--- src/rtl/percept_loader.sv ---
// Byte-frame command parser feeding the perceptron array: indexed weight/input writes, broadcast input sweep, run.
// Optional trailing XOR checksum per frame when PERCEPT_LOADER_CSUM_EN is defined.
module percept_loader #(
    parameter int N_PERCEPT = 256,
    parameter int IDX_W     = 8,
    parameter int DATA_W    = 8,
    parameter int TIMEOUT   = 100000
) (
    input  logic              clk,
    input  logic              nRst,
    input  logic              recieved,
    input  logic [7:0]        data_rx,
    output logic              wr_weight,
    output logic              wr_in,
    output logic [IDX_W-1:0]  wr_idx,
    output logic [DATA_W-1:0] wr_data,
    output logic              run,
    output logic              busy,
    output logic              frame_err
);
    localparam int               TMO_W      = $clog2(TIMEOUT + 1);
    localparam logic [TMO_W-1:0] TMO_LAST   = TMO_W'(TIMEOUT - 1);
    localparam logic [IDX_W-1:0] LAST_IDX   = IDX_W'(N_PERCEPT - 1);
    localparam logic [7:0]       CMD_WEIGHT = 8'hA1;
    localparam logic [7:0]       CMD_INPUT  = 8'hA2;
    localparam logic [7:0]       CMD_BCAST  = 8'hA3;
    localparam logic [7:0]       CMD_RUN    = 8'hA5;

    typedef enum logic [2:0] {
        IDLE     = 3'd0,
        GET_IDX  = 3'd1,
        GET_DATA = 3'd2,
        SWEEP    = 3'd3,
        GET_CSUM = 3'd4
    } state_t;

    state_t              r_state, w_state, w_act_state;
    logic [7:0]          r_cmd, w_cmd;
    logic [7:0]          r_idx, w_idx;
    logic [TMO_W-1:0]    r_tmo, w_tmo;
    logic [IDX_W-1:0]    r_sweep, w_sweep;
    logic                r_wr_weight, w_wr_weight;
    logic                r_wr_in, w_wr_in;
    logic [IDX_W-1:0]    r_wr_idx, w_wr_idx, w_act_idx;
    logic [DATA_W-1:0]   r_wr_data, w_wr_data;
    logic                r_run, w_run;
    logic                r_busy, w_busy;
    logic                r_frame_err, w_frame_err;
    logic                w_fire, w_idx_ok;
    logic                w_act_ww, w_act_wi, w_act_run, w_act_err;
    logic [7:0]          w_act_data;
`ifdef PERCEPT_LOADER_CSUM_EN
    logic [7:0]          r_data, w_data;
    logic [7:0]          r_csum, w_csum;
    assign w_act_data = r_data;
`else
    assign w_act_data = data_rx;
`endif

    assign w_idx_ok = (32'(r_idx) < 32'(N_PERCEPT));

    // Action a completed frame requests, decoded from the latched command.
    always_comb begin
        w_act_state = IDLE;
        w_act_ww    = 1'b0;
        w_act_wi    = 1'b0;
        w_act_run   = 1'b0;
        w_act_err   = 1'b0;
        w_act_idx   = IDX_W'(r_idx);
        case (r_cmd)
            CMD_WEIGHT: begin
                w_act_ww  = w_idx_ok;
                w_act_err = ~w_idx_ok;
            end
            CMD_INPUT: begin
                w_act_wi  = w_idx_ok;
                w_act_err = ~w_idx_ok;
            end
            CMD_BCAST: begin
                w_act_wi    = 1'b1;
                w_act_idx   = {IDX_W{1'b0}};
                w_act_state = SWEEP;
            end
            CMD_RUN:   w_act_run = 1'b1;
            default:   w_act_err = 1'b1;
        endcase
    end

    // Parser next-state and next-output logic.
    always_comb begin
        w_state     = r_state;
        w_cmd       = r_cmd;
        w_idx       = r_idx;
        w_tmo       = r_tmo;
        w_sweep     = r_sweep;
        w_wr_weight = 1'b0;
        w_wr_in     = 1'b0;
        w_run       = 1'b0;
        w_frame_err = 1'b0;
        w_wr_idx    = r_wr_idx;
        w_wr_data   = r_wr_data;
        w_fire      = 1'b0;
`ifdef PERCEPT_LOADER_CSUM_EN
        w_data      = r_data;
        w_csum      = r_csum;
`endif
        case (r_state)
            IDLE: begin
                w_tmo = {TMO_W{1'b0}};
                if (recieved) begin
                    w_cmd = data_rx;
`ifdef PERCEPT_LOADER_CSUM_EN
                    w_csum = data_rx;
`endif
                    case (data_rx)
                        CMD_WEIGHT, CMD_INPUT: w_state = GET_IDX;
                        CMD_BCAST:             w_state = GET_DATA;
`ifdef PERCEPT_LOADER_CSUM_EN
                        CMD_RUN:               w_state = GET_CSUM;
`else
                        CMD_RUN:               w_run = 1'b1;
`endif
                        default:               w_frame_err = 1'b1;
                    endcase
                end else begin
                    w_cmd = r_cmd;
                end
            end
            GET_IDX, GET_DATA, GET_CSUM: begin
                if (recieved) begin
                    w_tmo = {TMO_W{1'b0}};
`ifdef PERCEPT_LOADER_CSUM_EN
                    w_csum = r_csum ^ data_rx;
`endif
                    if (r_state == GET_IDX) begin
                        w_idx   = data_rx;
                        w_state = GET_DATA;
                    end else if (r_state == GET_DATA) begin
`ifdef PERCEPT_LOADER_CSUM_EN
                        w_data  = data_rx;
                        w_state = GET_CSUM;
`else
                        w_fire  = 1'b1;
`endif
                    end else begin
`ifdef PERCEPT_LOADER_CSUM_EN
                        if (data_rx == r_csum) begin
                            w_fire = 1'b1;
                        end else begin
                            w_frame_err = 1'b1;
                            w_state     = IDLE;
                        end
`else
                        w_state = IDLE;
`endif
                    end
                end else if (r_tmo == TMO_LAST) begin
                    w_frame_err = 1'b1;
                    w_state     = IDLE;
                    w_tmo       = {TMO_W{1'b0}};
                end else begin
                    w_tmo = r_tmo + TMO_W'(1);
                end
            end
            SWEEP: begin
                // A byte arriving mid-sweep is dropped; the sweep itself carries on.
                w_frame_err = recieved;
                if (r_sweep == LAST_IDX) begin
                    w_state = IDLE;
                end else begin
                    w_sweep  = r_sweep + IDX_W'(1);
                    w_wr_in  = 1'b1;
                    w_wr_idx = r_sweep + IDX_W'(1);
                end
            end
            default: w_state = IDLE;
        endcase

        w_state     = w_fire ? w_act_state : w_state;
        w_wr_weight = w_wr_weight | (w_fire & w_act_ww);
        w_wr_in     = w_wr_in | (w_fire & w_act_wi);
        w_run       = w_run | (w_fire & w_act_run);
        w_frame_err = w_frame_err | (w_fire & w_act_err);
        w_wr_idx    = (w_fire & (w_act_ww | w_act_wi)) ? w_act_idx : w_wr_idx;
        w_wr_data   = (w_fire & (w_act_ww | w_act_wi)) ? DATA_W'(w_act_data) : w_wr_data;
        w_sweep     = w_fire ? {IDX_W{1'b0}} : w_sweep;
        w_busy      = (w_state != IDLE);
    end

    // State and registered outputs.
    always_ff @(posedge clk or negedge nRst) begin
        if (!nRst) begin
            r_state     <= IDLE;
            r_cmd       <= 8'h00;
            r_idx       <= 8'h00;
            r_tmo       <= {TMO_W{1'b0}};
            r_sweep     <= {IDX_W{1'b0}};
            r_wr_weight <= 1'b0;
            r_wr_in     <= 1'b0;
            r_wr_idx    <= {IDX_W{1'b0}};
            r_wr_data   <= {DATA_W{1'b0}};
            r_run       <= 1'b0;
            r_busy      <= 1'b0;
            r_frame_err <= 1'b0;
`ifdef PERCEPT_LOADER_CSUM_EN
            r_data      <= 8'h00;
            r_csum      <= 8'h00;
`endif
        end else begin
            r_state     <= w_state;
            r_cmd       <= w_cmd;
            r_idx       <= w_idx;
            r_tmo       <= w_tmo;
            r_sweep     <= w_sweep;
            r_wr_weight <= w_wr_weight;
            r_wr_in     <= w_wr_in;
            r_wr_idx    <= w_wr_idx;
            r_wr_data   <= w_wr_data;
            r_run       <= w_run;
            r_busy      <= w_busy;
            r_frame_err <= w_frame_err;
`ifdef PERCEPT_LOADER_CSUM_EN
            r_data      <= w_data;
            r_csum      <= w_csum;
`endif
        end
    end

    assign wr_weight = r_wr_weight;
    assign wr_in     = r_wr_in;
    assign wr_idx    = r_wr_idx;
    assign wr_data   = r_wr_data;
    assign run       = r_run;
    assign busy      = r_busy;
    assign frame_err = r_frame_err;
endmodule

--- config.mk ---
export PLATFORM = sky130hd
export DESIGN_NAME = percept_loader
export DESIGN_NICKNAME = d
export VERILOG_FILES = /design/src/rtl/percept_loader.sv
export SDC_FILE = /design/constraint.sdc
export NUM_CORES = 1
export LEC_CHECK = 0
export CAP_MARGIN = 20
export CORE_UTILIZATION = 45
export DETAILED_ROUTE_END_ITERATION = 16
export PLACE_DENSITY = 0.65
export SETUP_SLACK_MARGIN = 0.05
export SLEW_MARGIN = 5
export SYNTH_ARGS = -nofsm -noshare
export SYNTH_HDL_FRONTEND = slang
export SYNTH_SLANG_ARGS = --single-unit
--- constraint.sdc ---
create_clock -name clk -period 2.8 [get_ports clk]
set_input_delay 0.56 -clock clk [delete_from_list [all_inputs] [get_ports clk]]
set_output_delay 0.56 -clock clk [all_outputs]
set_load 0.01 [all_outputs]
==> flow_metrics.env <==
export IMPL_fin_cells=471
export IMPL_required_ns=3.01
export IMPL_wire_per_inst_um=16.07
export IMPL_slowest_stage="a41o_1"
export IMPL_total_power_mw=2.289
export IMPL_synth_distinct_cells=58
export IMPL_place_hpwl_mm=5.250
export IMPL_synthArstFlopShare_pct=100.0
export IMPL_antenna_cells=0
export IMPL_cts_sinks=65
export IMPL_cp_top_family="compound AO/OA/AOI/OAI gates"
export IMPL_place_ws_ns=0.2917
export IMPL_clk_path_buf_depth=2
export IMPL_drv_slew=0
export IMPL_final_common_cell="dfrtp_1"
export IMPL_min_period_ns=2.205
export IMPL_slew_headroom_pct=45.22
export IMPL_clkTransAtPathRegs_ns=0.08
export IMPL_cts_tree="yes"
export IMPL_num_io_pins=32
export IMPL_htree_levels=3
export IMPL_postSynthRegisterBits=65
export IMPL_avgSynthCellArea_um2=9.950
export IMPL_status="finished clean"
export IMPL_path_max_fanout=17
export IMPL_ys_flop_type="dfrtp_1"
export IMPL_routed_wl_mm=7.571
export IMPL_cp_data_arrival_time_ns=2.41
export IMPL_ant_nets=0
export IMPL_drt_iter0_drc=174
export IMPL_fmax_ghz=0.4536
export IMPL_peakVddDrop_mv=0.2333
export IMPL_cts_hold_buffers=0
export IMPL_worstSkewPairLatency_ns=0.34
export IMPL_hold_viol=0
export IMPL_syn_inst=335
export IMPL_setup_tns_ns=0
export IMPL_portBuffers=31
export IMPL_grt_usage_pct=21.54
export IMPL_finalCritPeriodShare_pct=78.74
export IMPL_synthToLayoutAreaGrowth_pct=18.99
export IMPL_crit_buf_inv=0
export IMPL_placementRows=31
export IMPL_die_height_um=88.07
export IMPL_skew_ns=0.01052
export IMPL_cts_buffers=9
export IMPL_post_route_util_pct=54.98
export IMPL_gr_total_overflow=0
export IMPL_synth_seq_area_share_pct=48.80
export IMPL_antenna_found_initial=0
export IMPL_dr_pass1_iters=4
export IMPL_crit_path_max_incr_delay_ns=0.58
export IMPL_grt_pass1_wl_mm=12.68
export IMPL_dp_cells=455
export IMPL_setup_violations=0
export IMPL_path_class="flip-flop to flip-flop"
export IMPL_cts_setup_buffers=0
export IMPL_final_setup_worst_slack_ns=0.5952
export IMPL_grt_max_degree=66
export IMPL_vias=2722
export IMPL_end_kind="flip-flop"
export IMPL_clk_root_buffer_cell="clkbuf_8"
export IMPL_via_per_inst=5.779
export IMPL_min_path_type="input port to async pin"
export IMPL_fin_nets=380
export IMPL_grt_pass1_vias=2496
export IMPL_syn_area_um2=3333
export IMPL_worst_pin_slew_ns=0.8217
export IMPL_syn_num_nets=348
export IMPL_layout_common_cells="65 x dfrtp_1, 46 x nand2_1, 30 x clkdlybuf4s50_1"
export IMPL_power_leakage_nw=1.682
export IMPL_die_area_um2=7755
export IMPL_initial_core_util_pct=46.20
export IMPL_maxCapViolations=0
export IMPL_core_area_um2=7214
export IMPL_remaining_drc_errors=0
export IMPL_power_density_nw_per_um2=577.0
export IMPL_fp_dieW_um=88.07
export IMPL_synth_edf_count=0
export IMPL_drive_gt1_share_pct=14.52
export IMPL_fill_cells=666
export IMPL_rsz0062_at_grt="no"
export IMPL_start_kind="flip-flop"
export IMPL_cts_resized_gates=0
export IMPL_yosys_warnings=0
export IMPL_place_gp_congestion=0.7991
export IMPL_worstPathCellList="ha_1, a41o_1, o31ai_1, a311oi_1, o41ai_1"
cell usage after synthesis (3+ instances only):
cell type	n	area, um2
o31ai_1	8	60.06
and3_1	7	43.79
nor2_1	20	75.07
a21o_1	5	37.54
nor3b_1	4	30.03
a22o_1	3	26.28
nand2_1	46	172.7
nor4_1	8	50.05
xnor2_1	4	35.03
inv_1	3	11.26
mux2_2	15	168.9
o21ai_0	7	35.03
nor3_1	11	55.05
nand4_1	5	31.28
o311ai_1	4	35.03
clkbuf_1	15	56.30
buf_2	5	25.02
a211oi_1	3	22.52
a21oi_1	16	80.08
xor2_1	5	43.79
a31o_2	3	26.28
nor4b_1	6	52.55
dfrtp_1	65	1627
nand2b_1	5	31.28
nand3_1	16	80.08
o21a_1	5	37.54
cells by family after synthesis:
group	Yosys count	synth area share (%)
fa+ha+maj	3	1.051
simple gates	142	22.75
xor+xnor	9	2.365
flops	65	48.80
mux	15	5.068
compound gates	76	16.63
buf+inv	25	3.341
state kept, by name, indices dropped and copies added (netlist names), 3 cells and up:
name,flops
r_tmo,17
r_cmd,8
r_idx,8
r_sweep,8
wr_data,8
wr_idx,8
r_state,3
power by group:
part           leakage, nW  internal [mW]  total (mW)  switching (mW)
Sequential           0.852           1.04        1.15           0.111
Clock               0.0925          0.418       0.813           0.394
Combinational        0.737          0.174       0.322           0.148
Total                 1.68           1.64        2.29           0.653
metrics by stage:
| step | hold WS (ns) | cell area [um2] |
|---|---|---|
| 6_report | 0.3929 | 3966 |
| 5_1_grt | 0.4664 | 3966 |
| 4_1_cts | 0.4250 | 3966 |
| 3_5_place_dp | 0.4592 | 3764 |
| 3_3_place_gp | 0.4555 | 3764 |
| 2_1_floorplan | 0.2644 | 3333 |
metal layers:
| layer | GRT usage (%) | up-vias | share of wire (%) |
|---|---|---|---|
| li1 | - | 1312 | - |
| met1 | 31.14 | 1348 | 49 |
| met2 | 32.28 | 49 | 46 |
| met3 | 3.299 | 13 | 3.6 |
| met4 | 9.091 | 0 | 1.2 |
| met5 | 0 | - | 0 |
final cells by class:
type / count / area [um2] / area share, %
timing repair buffer: 43 / 395.4 / 9.968
clock buffer: 9 / 123.9 / 3.123
clock inverter: 7 / 78.83 / 1.987
inverter: 3 / 11.26 / 0.2839
tap: 99 / 123.9 / 3.123
sequential: 65 / 1627 / 41.01
multi-input combinational: 245 / 1607 / 40.50
final timing paths:
check	start	to	slack (ns)	cells after the start
worst max-delay path	r_sweep[0]	r_state[1]	0.60	5
worst min-delay path	nRst	r_sweep[2]	0.39	2
worst max register to register	r_sweep[0]	r_state[1]	0.60	5
worst min register to register	wr_data[5]	wr_data[5]	0.48	2
max in group asynchronous	nRst	wr_data[0]	1.86	2
min in group clk	wr_data[5]	wr_data[5]	0.48	2
Power figures use the tool's default switching activity.
